File: config.mk
export PLATFORM = sky130hd
export DESIGN_NAME = alarm_unit
export DESIGN_NICKNAME = d
export VERILOG_FILES = /design/src/rtl/alarm_pkg.sv /design/src/rtl/alarm_blinker.sv /design/src/rtl/alarm_unit.sv
export SDC_FILE = /design/constraint.sdc
export NUM_CORES = 1
export LEC_CHECK = 0
export CORE_MARGIN = 2
export CORE_UTILIZATION = 35
export DETAILED_ROUTE_END_ITERATION = 10
export PLACE_DENSITY = 0.63
export REMOVE_ABC_BUFFERS = 1
export SLEW_MARGIN = 20
export SYNTH_ARGS = -nofsm -noshare
export SYNTH_HDL_FRONTEND = slang
export SYNTH_HIERARCHICAL = 1
export SYNTH_SLANG_ARGS = --single-unit
File: constraint.sdc
create_clock -name CLK100MHZ -period 5.65 [get_ports CLK100MHZ]
set_input_delay 1.4125 -clock CLK100MHZ [delete_from_list [all_inputs] [get_ports CLK100MHZ]]
set_output_delay 1.4125 -clock CLK100MHZ [all_outputs]
set_load 0.1 [all_outputs]
File: src/rtl/alarm_pkg.sv
// Shared types, limits and helpers for the alarm stage.
package alarm_pkg;

    localparam int unsigned TW             = 8;
    localparam int unsigned MAX_HOUR       = 23;
    localparam int unsigned MAX_MIN        = 59;
    localparam int unsigned RST_ALARM_HOUR = 7;
    localparam int unsigned RST_ALARM_MIN  = 0;

    typedef enum logic [1:0] {
        IDLE    = 2'd0,
        ARMED   = 2'd1,
        RINGING = 2'd2,
        SNOOZE  = 2'd3
    } alarm_state_t;

    typedef struct packed {
        logic [TW-1:0] hour;
        logic [TW-1:0] minute;
    } hm_t;

    // Adds inc minutes with carry into the hour and wrap at midnight; inc must be <= MAX_MIN.
    function automatic hm_t add_minutes(input hm_t t, input int unsigned inc);
        hm_t r;
        r.hour   = t.hour;
        r.minute = t.minute + TW'(inc);
        if (r.minute > TW'(MAX_MIN)) begin
            r.minute = r.minute - TW'(MAX_MIN + 1);
            r.hour   = (t.hour >= TW'(MAX_HOUR)) ? '0 : t.hour + TW'(1);
        end
        return r;
    endfunction

endpackage

File: src/rtl/alarm_blinker.sv
// Ring LED blinker: starts high on start, then toggles every BLINK_DIV cycles while enabled.
module alarm_blinker #(
    parameter int unsigned BLINK_DIV = 50_000_000
) (
    input  logic CLK100MHZ,
    input  logic CPU_RESETN,
    input  logic start,
    input  logic enable,
    output logic ring_led
);

    localparam int unsigned CW = (BLINK_DIV > 1) ? $clog2(BLINK_DIV) : 1;

    logic [CW-1:0] cnt;

    always_ff @(posedge CLK100MHZ) begin
        if (!CPU_RESETN || !enable) begin
            cnt      <= '0;
            ring_led <= 1'b0;
        end else if (start) begin
            cnt      <= '0;
            ring_led <= 1'b1;
        end else if (cnt == CW'(BLINK_DIV - 1)) begin
            cnt      <= '0;
            ring_led <= ~ring_led;
        end else begin
            cnt <= cnt + CW'(1);
        end
    end

endmodule

File: src/rtl/alarm_unit.sv
// Alarm stage: settable alarm time, ring/timeout FSM, blinking LED.
// Optional snooze support is built when ALARM_SNOOZE_EN is defined.
module alarm_unit
    import alarm_pkg::*;
#(
    parameter int unsigned SNOOZE_MIN     = 5,
    parameter int unsigned RING_TIMEOUT_S = 60,
    parameter int unsigned BLINK_DIV      = 50_000_000
) (
    input  logic          CLK100MHZ,
    input  logic          CPU_RESETN,
    input  logic [TW-1:0] hours,
    input  logic [TW-1:0] minutes,
    input  logic [TW-1:0] seconds,
    input  logic          arm_sw,
    input  logic          set_hour_pos,
    input  logic          set_min_pos,
    input  logic          snooze_pos,
    input  logic          stop_pos,
    output logic [TW-1:0] alarm_hours,
    output logic [TW-1:0] alarm_minutes,
    output logic          armed,
    output logic          ringing,
    output logic          ring_led
);

    alarm_state_t  state, state_n;
    logic [TW-1:0] sec_prev;
    logic [7:0]    tcnt, tcnt_n;
    logic          sec_evt_c;
    logic          match_alarm_c;
    logic          enter_ring_c;

    assign sec_evt_c     = (seconds != sec_prev);
    assign match_alarm_c = sec_evt_c && (seconds == '0) &&
                           (hours == alarm_hours) && (minutes == alarm_minutes);
    assign enter_ring_c  = (state_n == RINGING) && (state != RINGING);

`ifdef ALARM_SNOOZE_EN
    hm_t  snz, snz_n, live_c;
    logic match_snz_c;

    assign live_c.hour   = hours;
    assign live_c.minute = minutes;
    assign match_snz_c   = sec_evt_c && (seconds == '0) &&
                           (hours == snz.hour) && (minutes == snz.minute);

    always_ff @(posedge CLK100MHZ) begin
        if (!CPU_RESETN) snz <= '0;
        else             snz <= snz_n;
    end
`else
    logic unused_snooze_c;
    assign unused_snooze_c = snooze_pos & (SNOOZE_MIN > 0);
`endif

    // State, counters and registered status outputs
    always_ff @(posedge CLK100MHZ) begin
        if (!CPU_RESETN) begin
            state    <= IDLE;
            tcnt     <= '0;
            sec_prev <= '0;
            armed    <= 1'b0;
            ringing  <= 1'b0;
        end else begin
            state    <= state_n;
            tcnt     <= tcnt_n;
            sec_prev <= seconds;
            armed    <= (state_n != IDLE);
            ringing  <= (state_n == RINGING);
        end
    end

    always_comb begin
        state_n = state;
        tcnt_n  = tcnt;
`ifdef ALARM_SNOOZE_EN
        snz_n   = snz;
`endif
        if (!arm_sw) begin
            state_n = IDLE;
            tcnt_n  = '0;
        end else begin
            case (state)
                IDLE: state_n = ARMED;
                ARMED: begin
                    if (match_alarm_c) begin
                        state_n = RINGING;
                        tcnt_n  = '0;
                    end
                end
                RINGING: begin
                    if (stop_pos) begin
                        state_n = ARMED;
                    end
`ifdef ALARM_SNOOZE_EN
                    else if (snooze_pos) begin
                        state_n = SNOOZE;
                        snz_n   = add_minutes(live_c, SNOOZE_MIN);
                    end
`endif
                    else if (sec_evt_c) begin
                        // The event that triggered the ring was seen in ARMED, so it is not counted here
                        if (tcnt == 8'(RING_TIMEOUT_S - 1)) state_n = ARMED;
                        else                                tcnt_n  = tcnt + 8'd1;
                    end
                end
`ifdef ALARM_SNOOZE_EN
                SNOOZE: begin
                    if (match_snz_c) begin
                        state_n = RINGING;
                        tcnt_n  = '0;
                    end else if (stop_pos) begin
                        state_n = ARMED;
                    end
                end
`endif
                default: state_n = IDLE;
            endcase
        end
    end

    // Alarm time is editable only while not ringing or snoozing
    always_ff @(posedge CLK100MHZ) begin
        if (!CPU_RESETN) begin
            alarm_hours   <= TW'(RST_ALARM_HOUR);
            alarm_minutes <= TW'(RST_ALARM_MIN);
        end else if (state == IDLE || state == ARMED) begin
            if (set_hour_pos)
                alarm_hours <= (alarm_hours >= TW'(MAX_HOUR)) ? '0 : alarm_hours + TW'(1);
            if (set_min_pos)
                alarm_minutes <= (alarm_minutes >= TW'(MAX_MIN)) ? '0 : alarm_minutes + TW'(1);
        end
    end

    alarm_blinker #(
        .BLINK_DIV (BLINK_DIV)
    ) u_blinker (
        .CLK100MHZ  (CLK100MHZ),
        .CPU_RESETN (CPU_RESETN),
        .start      (enter_ring_c),
        .enable     (state_n == RINGING),
        .ring_led   (ring_led)
    );

endmodule

==> results of run 1 <==
-- logic make-up (layout without fill, tap and decap cells) --
group | count (synthesis) | after routing | synth area share, %
multiplexers | 1 | 1 | 0.3201
flip-flops | 63 | 63 | 40.34
AND/OR/NAND/NOR | 162 | 162 | 29.93
AO/OA/AOI/OAI | 57 | 57 | 12.89
adder cells (fa/ha/maj) | 4 | 4 | 1.601
buffers and inverters | 15 | 70 | 2.321
XOR/XNOR | 45 | 45 | 12.61
-- synth_stat cells, drive strengths merged --
master / instances
a211oi: 2
a21o: 2
a21oi: 20
a2bb2oi: 1
a311o: 1
a311oi: 3
a41oi: 4
and2: 10
and2b: 1
and3: 8
and4: 2
buf: 4
clkbuf: 4
dfxtp: 63
ha: 4
inv: 7
mux2i: 1
nand2: 21
nand2b: 3
nand3: 17
nand3b: 1
nand4: 15
nor2: 38
nor2b: 7
nor3: 11
nor4: 10
nor4b: 3
o2111a: 1
o21a: 1
o21ai: 16
o22ai: 1
o2bb2a: 1
o311ai: 1
o31ai: 3
or3: 8
or4: 7
xnor2: 18
xor2: 27
-- area by class of cell --
cell class	count	share of cell area, %
Sequential cell	63	32.39
Tap cell	108	3.470
Clock buffer	12	3.985
Multi-Input combinational cell	269	46.05
Clock inverter	3	1.093
Timing Repair Buffer	48	12.34
Inverter	7	0.6748
-- worst reg2reg max path: cells and delay by family, from the launching register on --
family / cells / cell delay [ns]
flops: 1 / 0.36
xor+xnor: 1 / 0.19
simple gates: 6 / 1.27
compound gates: 3 / 0.56
-- report_power, final --
part	leakage, nW	internal, W	switching [W]	total [W]
Sequential	0.512	0.000453	0.0000107	0.000463
Clock	0.0985	0.000225	0.000168	0.000393
Combinational	0.698	0.0000447	0.0000699	0.000115
Total	1.31	0.000722	0.000249	0.000971
-- layer usage --
metal  part of all wire [%]  up-vias  track usage (%)
li1                       -     1358                -
met5                      0        -                0
met2                     45       59            22.76
met3                    4.8       11            4.468
met1                     49     1194            18.74
met4                    1.9        0            5.901
-- how the worst max path moves through the flow --
stage,start,end
floorplan,seconds[1],u_blinker/cnt[17]
global placement,seconds[1],u_blinker/cnt[20]
detailed placement,seconds[6],u_blinker/cnt[19]
CTS,seconds[1],u_blinker/cnt[19]
global route,seconds[1],u_blinker/cnt[23]
finish,seconds[1],u_blinker/cnt[20]
-- per-stage QoR --
step	instances	setup WS [ns]
detailed placement	495	1.687
floorplan	339	2.516
finish	510	2.055
CTS	510	2.028
global route	510	1.781
global placement	495	1.748
-- placed cells by master, fill, tap and decap left out, types with 11 or more instances in the layout --
cell             netlist  final
a21oi_1               16     16
clkdlybuf4s50_1        0     48
xor2_1                27     27
xnor2_1               18     18
nand3_1               15     15
nand2_1               21     21
nand4_1               12     12
dfxtp_1               63     63
nor3_1                11     11
clkbuf_8               0     11
o21ai_0               15     15
nor2_1                38     38
-- state kept, by name, indices dropped and copies added (netlist names) --
signal,count
u_blinker/ring_led,1
armed,1
u_blinker/cnt,26
sec_prev,8
tcnt,8
state,2
ringing,1
alarm_minutes,8
alarm_hours,8
==> flow_summary.toml, run 1 <==
[cts]
cts-buffers-inserted = 9
clkTransAtPathRegs_ns = 0.06
cts_setup_buffers = 0
htree_levels = 3
cts_resized = 0
clk_latency_ns = 0.34
cts_tree = "built"
root_buffer = "clkbuf_8"
clock_sinks = 63
cts.path.max_buffers = 2
cts_hold_buf = 0

[drt]
wl_per_cell_um = 13.27
ant_nets = 0
num_vias = 2622
drtPass1Iterations = 4
drtIter0Drc = 87
routed_wl_um = 6768
remaining_drc_errors = 0
vias_per_cell = 5.141

[yosys]
synth-seq-cells = 63
synth_top_area_cell = "dfxtp_1"
synthCells = 347
netlist-cell-type-count = 53
syn_area_um2 = 3127
synth.avg_cell_area_um2 = 9.011
synth_seq_area_share_pct = 40.34
netlist.area_leader.share_pct = 40.34
synth_warnings = 6
synthTopCellsByArea = "dfxtp_1, xor2_1, xnor2_1, nor2_1, a21oi_1"

[layout]
diodes = 0
multi_input_area_um2 = 1793
area_growth_pct = 24.53
fill_cells = 867
fin_area_um2 = 3894
final_layout_size_suffix_gt1_share_pct = 8.706
fin_nets = 433
final-seq-area_um2 = 1261
final_core_util_pct = 44.87

[sta]
slew_violations = 0
rsz0062_at_grt = "no"
hold_ws_ns = 0.4640
max_freq_mhz = 278.1
setup_violations = 0
slew-limit-headroom_pct = 34.93
fin_crit_ns = 3.595
fin_skew_ns = 0.005981
worst_slew_pin_slew_ns = 0.9731
hold_viol = 0
setup_tns_ns = 0
fin_crit_sh_pct = 63.63

[worst_setup_path]
cp.buffers_inverters = 1
cp_top_family = "simple AND/OR/NAND/NOR gates"
worst_ep_required_time_ns = 5.92
rr_worst_depth = 10
crit_chain = "clkdlybuf4s50_1 -> xor2_1 -> nor4_4 -> and2_2 -> o21ai_0 -> a2bb2oi_1 -> nor2b_1 -> nand2_1 -> nor2_1 -> o21ai_4 -> a21oi_1"
end_kind = "flip-flop"
worstPathMaxFanout = 26
cpPeakStageDelay_ns = 0.46
reg2reg_to = "u_blinker/cnt[20]"
reg2reg_slack_ns = 3.19
criticalPathCategory = "primary input to flip-flop"
slowest_stage = "clkdlybuf4s50_1"
critical_path_depth = 11
r2r_start = "alarm_hours[7]"
crit_path_start_kind = "primary input"
cp.arrival_ns = 3.86

[global_route]
grt_first_pass_wirelength_um = 11500
grt_overflow = 0
antenna_found_initial = 0
grt_pass1_vias = 2452
grtUsageTotal_pct = 14.54
grt_start_max_net_pins = 27

[floorplan]
fp-row-count = 34
ioPinCount = 50
die-height_um = 98.52
core_area_um2 = 8678
die_w_um = 98.52
die_area_um2 = 9705
start_util_pct = 36.03

[placement]
place_area_um2 = 3696
gp_congestion = 0.8530
place_hpwl_um = 4819
portBuffers = 48

[min_path]
min-delay-start = "u_blinker/cnt[0]"
holdCritPathClass = "flip-flop to flip-flop"
min_delay_path_depth = 1
hold_end = "u_blinker/cnt[0]"

[pwr]
p_per_area_nw_per_um2 = 249.5
vdd_drop_max_mv = 0.1740
leakagePower_nw = 1.308
finalPower_w = 0.0009713

[outcome]
status = "finished clean"

[job]
cap_violations = 0
No activity file was read; power rests on OpenSTA's default activity.
==> run 2: changes to the inputs <==
--- a/config.mk
+++ b/config.mk
@@ -8,7 +8,7 @@
 export CORE_MARGIN = 2
 export CORE_UTILIZATION = 35
 export DETAILED_ROUTE_END_ITERATION = 10
-export PLACE_DENSITY = 0.63
+export PLACE_DENSITY = 0.65
 export REMOVE_ABC_BUFFERS = 1
 export SLEW_MARGIN = 20
 export SYNTH_ARGS = -nofsm -noshare
==> constraint.sdc (replaced) <==
create_clock -name CLK100MHZ -period 3.1 [get_ports CLK100MHZ]
set_input_delay 0.775 -clock CLK100MHZ [delete_from_list [all_inputs] [get_ports CLK100MHZ]]
set_output_delay 0.775 -clock CLK100MHZ [all_outputs]
set_load 0.1 [all_outputs]
==> flow_summary.toml, run 2 (synthesis gave the netlist of run 1 again) <==
[worst_setup_path]
cp.arrival_ns = 3.05
criticalPathCategory = "primary input to flip-flop"
r2r_start = "alarm_minutes[2]"
end_kind = "flip-flop"
worstPathMaxFanout = 26
cp.buffers_inverters = 1
crit_path_start_kind = "primary input"
worst_ep_required_time_ns = 3.37
slowest_stage = "clkdlybuf4s50_1"
crit_chain = "clkdlybuf4s50_1 -> xor2_1 -> nor4_2 -> nand3_1 -> nor3_1 -> a2bb2oi_1 -> nor2b_1 -> nand2_1 -> nor2_1 -> o21ai_4 -> a21oi_1"
cp_top_family = "simple AND/OR/NAND/NOR gates"
cpPeakStageDelay_ns = 0.42
cp-startpoint = "hours[7]"

[layout]
fin_area_um2 = 3960
area_growth_pct = 26.65
fin_nets = 440
diodes = 0
layout_commonest_cell = "dfxtp_1"
largest_reg_flops = 26
max_flop_register = "u_blinker/cnt"
stdcell_count = 518
most-common-layout-cells = "dfxtp_1, nor2_1, clkdlybuf4s50_1"
final_layout_size_suffix_gt1_share_pct = 15.61

[drt]
drtPass1Iterations = 4
routed_wl_um = 6741
remaining_drc_errors = 0
ant_nets = 0
drtIter0Drc = 76
wl_per_cell_um = 13.01
num_vias = 2649
vias_per_cell = 5.114

[cts]
cts_hold_buf = 0
htree_levels = 3
cts-buffers-inserted = 9
clk_latency_ns = 0.34
clock_sinks = 63
root_buffer = "clkbuf_8"
cts.path.max_buffers = 2
cts_tree = "built"
clkTransAtPathRegs_ns = 0.07
cts_setup_buffers = 0

[sta]
hold_viol = 0
hold_ws_ns = 0.4589
rsz0062_at_grt = "no"
fin_crit_sh_pct = 89.47
slew_violations = 0
fin_crit_ns = 2.774
setup_violations = 0
fin_skew_ns = 0.01002
worst_slew_pin_slew_ns = 0.6715
slew-limit-headroom_pct = 55.07
max_freq_mhz = 360.5

[placement]
place_hpwl_um = 4834
place_area_um2 = 3701
gp_congestion = 0.7910
portBuffers = 48
dp.cells = 502

[floorplan]
fp-row-count = 34
core_area_um2 = 8678
start_util_pct = 36.03
die_area_um2 = 9705
ioPinCount = 50
die_w_um = 98.52
die-height_um = 98.52

[pwr]
vdd_drop_max_mv = 0.3484
leakagePower_nw = 1.393
p_per_area_nw_per_um2 = 489.9
finalPower_w = 0.001940

[global_route]
antenna_found_initial = 0
grt_overflow = 0
grt_pass1_vias = 2566
grt_first_pass_wirelength_um = 11360
grt_start_max_net_pins = 27
grtUsageTotal_pct = 14.26

[min_path]
min-delay-start = "u_blinker/cnt[0]"
holdCritPathClass = "flip-flop to flip-flop"

[job]
cap_violations = 0

[outcome]
status = "finished clean"
## run 2: per-stage QoR
step | util, % | setup TNS, ns | worst slack, ns
floorplan | - | 0 | 0.4478
global placement | 42.65 | -1.277 | -0.07406
detailed placement | 42.65 | -2.132 | -0.1244
CTS | 45.49 | 0 | 0.2466
global route | 45.63 | 0 | 0.0003002
finish | 45.63 | 0 | 0.3263
## run 2: final timing paths
| kind | endpoint | slack, ns | cells past startpoint |
|---|---|---|---|
| setup reg to reg | u_blinker/cnt[25] | 0.77 | 10 |
| hold / removal | u_blinker/cnt[0] | 0.46 | 1 |
| setup / recovery | u_blinker/cnt[25] | 0.33 | 11 |
| hold reg to reg | u_blinker/cnt[0] | 0.46 | 1 |
## run 2: worst reg2reg max path: stages (launching register included)
cell       delay, ns
dfxtp_1         0.38
xor2_1          0.19
nor4_1          0.34
nand3_1         0.17
nor3_1          0.25
a2bb2oi_1       0.12
nor2b_1         0.12
nand2_1         0.08
nor2_1          0.20
o21ai_4         0.22
a21oi_1         0.19
## run 2: cell type report
| type | instances | area, um2 |
|---|---|---|
| Clock buffer | 11 | 141.4 |
| Clock inverter | 5 | 105.1 |
| Fill cell | 841 | 4718 |
| Inverter | 7 | 26.28 |
| Multi-Input combinational cell | 269 | 1805 |
| Sequential cell | 63 | 1261 |
| Tap cell | 108 | 135.1 |
| Timing Repair Buffer | 55 | 485.5 |
## run 2: routing by layer
| metal | up-vias | global-route usage, % | wire, um |
|---|---|---|---|
| met5 | - | 0 | 0 |
| met4 | 0 | 4.531 | 102 |
| met3 | 9 | 5.461 | 391 |
| met2 | 42 | 23.13 | 3042 |
| met1 | 1231 | 17.54 | 3205 |
| li1 | 1367 | - | - |
## run 2: where the power goes
group | internal [W] | switching (W) | total [W]
clock network | 0.000556 | 0.000327 | 0.000884
logic | 0.0000824 | 0.000130 | 0.000212
registers | 0.000825 | 0.0000195 | 0.000844
## run 2: repair_timing
item | CTS | global route
gates resized for setup | 0 | 2
endpoints found under the setup margin | 0 | 7
endpoints found under the hold margin | 0 | 0
